File: src/rtl/cordic_stage0_if.sv
// ---------------------------------------------------------------------------
// cordic_stage0_if
//   Bundles the data and valid signals of the CORDIC quadrant pre-rotation
//   stage. The producer drives the master modport and the stage consumes the
//   slave modport.
//
//   valid_in   producer -> stage  Xin/Yin/Zin/theta valid this cycle
//   Xin, Yin   producer -> stage  16-bit signed vector components
//   Zin        producer -> stage  16-bit signed target angle, Q2.14 rad
//   theta      producer -> stage  18-bit signed pi constant, Q3.14
//   valid_out  stage -> consumer  Xout/Yout/Zout valid
//   Xout, Yout stage -> consumer  18-bit signed rotated vector
//   Zout       stage -> consumer  18-bit signed residual angle, Q3.14
// ---------------------------------------------------------------------------
interface cordic_stage0_if;
    logic               valid_in;
    logic signed [15:0] Xin;
    logic signed [15:0] Yin;
    logic signed [15:0] Zin;
    logic signed [17:0] theta;
    logic               valid_out;
    logic signed [17:0] Xout;
    logic signed [17:0] Yout;
    logic signed [17:0] Zout;

    modport master (
        output valid_in, Xin, Yin, Zin, theta,
        input  valid_out, Xout, Yout, Zout
    );

    modport slave (
        input  valid_in, Xin, Yin, Zin, theta,
        output valid_out, Xout, Yout, Zout
    );
endinterface

File: src/rtl/cordic_stage0.sv
// ---------------------------------------------------------------------------
// cordic_stage0
//   First stage of the pipelined rotation-mode CORDIC: rotates the input
//   vector by +/-pi/2 depending on the sign of the target angle, so that the
//   residual angle handed to the arctan iterations lies in [-pi/2, +pi/2].
//   One register stage, one result per clock, no backpressure.
//
//   clk    in  rising-edge clock
//   rst_n  in  asynchronous active-low reset (clears outputs and valid)
//   bus    slave modport of cordic_stage0_if (see interface header)
// ---------------------------------------------------------------------------
module cordic_stage0 (
    input  logic          clk,
    input  logic          rst_n,
    cordic_stage0_if.slave bus
);

    localparam int IN_W  = 16;
    localparam int OUT_W = 18;

    // Full-precision negate; the two guard bits make -(-32768) representable.
    function automatic logic signed [OUT_W-1:0] neg_ext(
        input logic signed [OUT_W-1:0] a
    );
        return -a;
    endfunction

    logic signed [OUT_W-1:0] w_x_ext;
    logic signed [OUT_W-1:0] w_y_ext;
    logic signed [OUT_W-1:0] w_z_ext;
    logic signed [OUT_W-1:0] w_half_pi;
    logic                    w_z_pos;
    logic signed [OUT_W-1:0] w_x_rot;
    logic signed [OUT_W-1:0] w_y_rot;
    logic signed [OUT_W-1:0] w_z_rot;

    logic                    r_vld_p0;
    logic signed [OUT_W-1:0] r_x_p0;
    logic signed [OUT_W-1:0] r_y_p0;
    logic signed [OUT_W-1:0] r_z_p0;

    assign w_x_ext   = {{(OUT_W-IN_W){bus.Xin[IN_W-1]}}, bus.Xin};
    assign w_y_ext   = {{(OUT_W-IN_W){bus.Yin[IN_W-1]}}, bus.Yin};
    assign w_z_ext   = {{(OUT_W-IN_W){bus.Zin[IN_W-1]}}, bus.Zin};
    assign w_half_pi = bus.theta >>> 1;
    // Zero angle takes the positive branch.
    assign w_z_pos   = ~bus.Zin[IN_W-1];

    always_comb begin
        w_x_rot = '0;
        w_y_rot = '0;
        w_z_rot = '0;
        if (w_z_pos) begin
            w_x_rot = neg_ext(w_y_ext);
            w_y_rot = w_x_ext;
            w_z_rot = w_z_ext - w_half_pi;
        end else begin
            w_x_rot = w_y_ext;
            w_y_rot = neg_ext(w_x_ext);
            w_z_rot = w_z_ext + w_half_pi;
        end
    end

    // ---- stage p0: output register ----
    // Datapath loads every cycle; valid only qualifies it downstream.
    always_ff @(posedge clk or negedge rst_n) begin
        if (!rst_n) begin
            r_vld_p0 <= 1'b0;
            r_x_p0   <= '0;
            r_y_p0   <= '0;
            r_z_p0   <= '0;
        end else begin
            r_vld_p0 <= bus.valid_in;
            r_x_p0   <= w_x_rot;
            r_y_p0   <= w_y_rot;
            r_z_p0   <= w_z_rot;
        end
    end

    assign bus.valid_out = r_vld_p0;
    assign bus.Xout      = r_x_p0;
    assign bus.Yout      = r_y_p0;
    assign bus.Zout      = r_z_p0;

endmodule

File: src/flat_wrapper.sv
// flat-port wrapper written by rule: the top's interface ports become plain ports
module cordic_stage0_flat 
  (clk, rst_n, bus_valid_in, bus_Xin, bus_Yin, bus_Zin, bus_theta, bus_valid_out, bus_Xout, bus_Yout, bus_Zout);
  cordic_stage0_if bus_i ();
  input  logic clk;
  input  logic rst_n;
  input wire logic [$bits(bus_i.valid_in)-1:0] bus_valid_in;
  input wire logic [$bits(bus_i.Xin)-1:0] bus_Xin;
  input wire logic [$bits(bus_i.Yin)-1:0] bus_Yin;
  input wire logic [$bits(bus_i.Zin)-1:0] bus_Zin;
  input wire logic [$bits(bus_i.theta)-1:0] bus_theta;
  output wire logic [$bits(bus_i.valid_out)-1:0] bus_valid_out;
  output wire logic [$bits(bus_i.Xout)-1:0] bus_Xout;
  output wire logic [$bits(bus_i.Yout)-1:0] bus_Yout;
  output wire logic [$bits(bus_i.Zout)-1:0] bus_Zout;
  assign bus_i.valid_in = bus_valid_in;
  assign bus_i.Xin = bus_Xin;
  assign bus_i.Yin = bus_Yin;
  assign bus_i.Zin = bus_Zin;
  assign bus_i.theta = bus_theta;
  assign bus_valid_out = bus_i.valid_out;
  assign bus_Xout = bus_i.Xout;
  assign bus_Yout = bus_i.Yout;
  assign bus_Zout = bus_i.Zout;
  cordic_stage0 u_core (.clk(clk), .rst_n(rst_n), .bus(bus_i));
endmodule
File: config.mk
export PLATFORM = sky130hd
export DESIGN_NAME = cordic_stage0_flat
export DESIGN_NICKNAME = d
export VERILOG_FILES = /design/src/rtl/cordic_stage0_if.sv /design/src/rtl/cordic_stage0.sv /design/src/flat_wrapper.sv
export SDC_FILE = /design/constraint.sdc
export NUM_CORES = 1
export LEC_CHECK = 0
export ABC_AREA = 0
export BUFFER_PORTS_ARGS = -buffer_cell sky130_fd_sc_hd__buf_2
export CELL_PAD_IN_SITES_DETAIL_PLACEMENT = 0
export CELL_PAD_IN_SITES_GLOBAL_PLACEMENT = 1
export CORE_MARGIN = 5
export CORE_UTILIZATION = 37
export CTS_BUF_LIST = sky130_fd_sc_hd__clkbuf_8
export CTS_CLUSTER_SIZE = 30
export DETAILED_ROUTE_END_ITERATION = 12
export GPL_TIMING_DRIVEN = 0
export PLACE_DENSITY = 0.81
export SLEW_MARGIN = 20
export SYNTH_ARGS = -nofsm -noshare
export SYNTH_HDL_FRONTEND = slang
export SYNTH_SLANG_ARGS = --single-unit
File: constraint.sdc
create_clock -name clk -period 0.8 [get_ports clk]
set_input_delay 0.08 -clock clk [delete_from_list [all_inputs] [get_ports clk]]
set_output_delay 0.08 -clock clk [all_outputs]
set_load 0.01 [all_outputs]
==> results.txt <==
Root Driver -> clkbuf_8
Netlist cell types -> 48
Top Ports -> 124
Worst path required time -> 1.04 ns
Total routed wirelength -> 10000 µm
TritonRoute pass-1 iters -> 4
Pwr/cell area -> 1550 nW/µm²
Largest net degree at the start of global routing -> 56
Final setup margin -> -1.82 ns
Synthesized flop and latch total -> 55
Synth warn -> 0
Min Clock Period, post-route -> 2.62 ns
Top-count cell post-synth -> dfrtp_1
Max cap viols -> 0
Crit path kind -> primary input to register
DIE WIDTH -> 102 µm
CTS tree -> yes
Final Setup Violations -> 97
Startpoint Class -> primary input
Initial antenna violation count -> 0
CTS Sinks -> 55
Worst Hold Class -> primary input to asynchronous set/reset pin
First-pass GRT wire length -> 14800 µm
Crit path capture -> u_core.bus.Zout[16]
Via-per-instance ratio -> 5.07
Avg Cell Area, Syn -> 10.1 µm²
Sequential-to-total area share from yosys stat -> 43.6%
Crit path DAT -> 2.86 ns
Share of cells above drive strength 1 -> 52.1%
Fin crit share -> 328%
RSZ-0062 raised after global routing -> yes
Util after Layout -> 65.2%
Reg area -> 1380 µm²
Critical Path, Cell by Cell -> buf_12 > inv_12 > ha_4 > or4b_4 > nor4_2 > nor2_1 > xor2_1 > ha_1 > and3_4 > and3_4 > a221oi_4 > nand4b_1 > a21o_2 > a21oi_2 > xor2_1
First DRT Iteration DRCs -> 62
Core area -> 8260 µm²
Bufs on Longest Clock Path -> 2
DRC -> 0
Area added between synthesis and finish -> 70.8%
Ys async rst share -> 100%
Clock transition at the registers of the reported paths -> 0.10 ns
CP endpoint kind -> register
Main synth FF type -> dfrtp_1
Slowest-stage cell, CP -> or4b_4
Slew @ Worst Pin -> 0.709 ns
Vias in the first global route -> 3139
Worst-path fanout max -> 5
Cell count after synthesis -> 313
Inst Count DP -> 540
Final hold violation count -> 55
Final TNS setup -> -31.94 ns
Num CTS Buffers -> 5
Pwr Total -> 8.36 mW
Multi-input logic area -> 2210 µm²
Post-synth EDFFs -> 0
Die ar. -> 10500 µm²
DRT antenna net count -> 0
Failing checks -> hold timing, setup timing
Initial Util -> 38.2%
Lkg Pwr -> 2.51 nW
Total number of vias -> 3147
Post-DP HPWL -> 6710 µm
Synth Net Count -> 401
Gr ovfl total -> 0
ANT cells -> 0
# port buffers -> 122
Netlist Area Pre-Place -> 3150 µm²
Status -> complete, but fails checks
Nets -> 603
Vert. Die Dim -> 102 µm
Gpl congestion -> 0.853
Synth area leader -> dfrtp_1
Fin. max-slew vios -> 0
Slowest cell delay on critical path -> 0.51 ns
Fill cell count -> 682
Dpl ws -> -2.37 ns
Peak supply drop -> 775 µV
Rel. slew slack -> 52.7%
Max Clk Rate -> 381 MHz
Synth top area share -> 43.6%
H-tree Lvls -> 2
Row cnt -> 33
DR WL/cell -> 16.2 µm
Ranking of synthesized cells by area -> dfrtp_1, xnor2_1, xor2_1
Hold_ws -> -0.189 ns
Commonest cells post-synth -> dfrtp_1, nor2_1, xnor2_1, xor2_1, a21oi_1
Overall global routing resource usage -> 18.1%
Final Instance Count excl. Fillers -> 621
Crit path from -> bus_theta[1]
state kept, by name (all words and copies together), names as in the netlist:
register	flops
u_core.bus.valid_out	1
u_core.bus.Xout	18
u_core.bus.Zout	18
u_core.bus.Yout	18
logic make-up (layout without fill, tap and decap cells):
logic type      count (synthesis)  after routing  share of synthesized area [%]
simple gates                   90             90                           15.0
xor+xnor                       56             56                           15.5
buf+inv                        22            225                           2.86
compound gates                 68             68                           14.2
mux                             3              3                           1.07
fa+ha+maj                      19             19                           7.77
flops                          55             55                           43.6
layout make-up:
class	instances	share of cell area, %
clock buffer	5	1.28
inverter	16	1.44
buffer	6	1.81
timing repair buffer	195	26.0
clock inverter	3	0.395
multi-input combinational	236	41.1
tap	105	2.44
sequential	55	25.6
report_power, final:
part | internal [mW] | switching [mW]
Combinational | 1.74 | 1.70
Sequential | 3.21 | 0.113
Clock | 0.620 | 0.972
layer usage:
layer	GRT usage (%)	vias to the layer above	share of wire, %
met4	5.85	0	1.1
met1	21.1	1555	41
met5	0	-	0
met2	33.8	76	54
met3	2.53	8	4.3
li1	-	1508	-
per-stage QoR:
step                      hold slack (ns)  cell area (µm²)
final                              -0.189             5390
after global routing               -0.130             5390
after CTS                          -0.162             5100
after detailed placement            0.184             4100
after global placement              0.188             4100
after floorplan                    -0.216             3350
critical path, delay by kind of cell:
kind / cells / cell delay, ns
buffers and inverters: 2 / 0.16
and+or+nand+nor: 6 / 1.40
adders and majority gates: 2 / 0.49
xor gates and xnor gates: 2 / 0.30
AOI/OAI and AO/OA: 3 / 0.44
layout by cell type, fill, tap and decap left out, drive strengths merged, types with 3 or more instances in the layout:
cell type,count
a21o,7
a21oi,21
a31oi,4
a32oi,3
and2,4
and3,4
buf,179
clkbuf,9
dfrtp,55
dlygate4sd3,18
ha,18
inv,17
mux2,3
nand2,15
nand3,5
nor2,32
nor3,9
nor4,6
o21ai,10
o21bai,3
o31ai,4
or3,3
xnor2,28
xor2,28
worst min path at each step:
stage	depth (start not counted)	to	slack, ns	startpoint
4_1_cts	1	u_core.bus.Zout[9]	-0.16	rst_n
2_1_floorplan	0	u_core.bus.Xout[0]	-0.22	rst_n
3_5_place_dp	1	u_core.bus.Zout[14]	0.18	rst_n
6_report	1	u_core.bus.Zout[12]	-0.19	rst_n
5_1_grt	1	u_core.bus.Zout[12]	-0.13	rst_n
3_3_place_gp	1	u_core.bus.valid_out	0.19	bus_valid_in
repair_timing:
action,4_1_cts,5_1_grt
hold buffers,17,1
endpoints found under the hold margin,74,57
setup endpoints to repair,96,98
pin swaps,52,41
setup buffers,41,21
resized for setup,93,39
(Power assumes the default switching activity.)
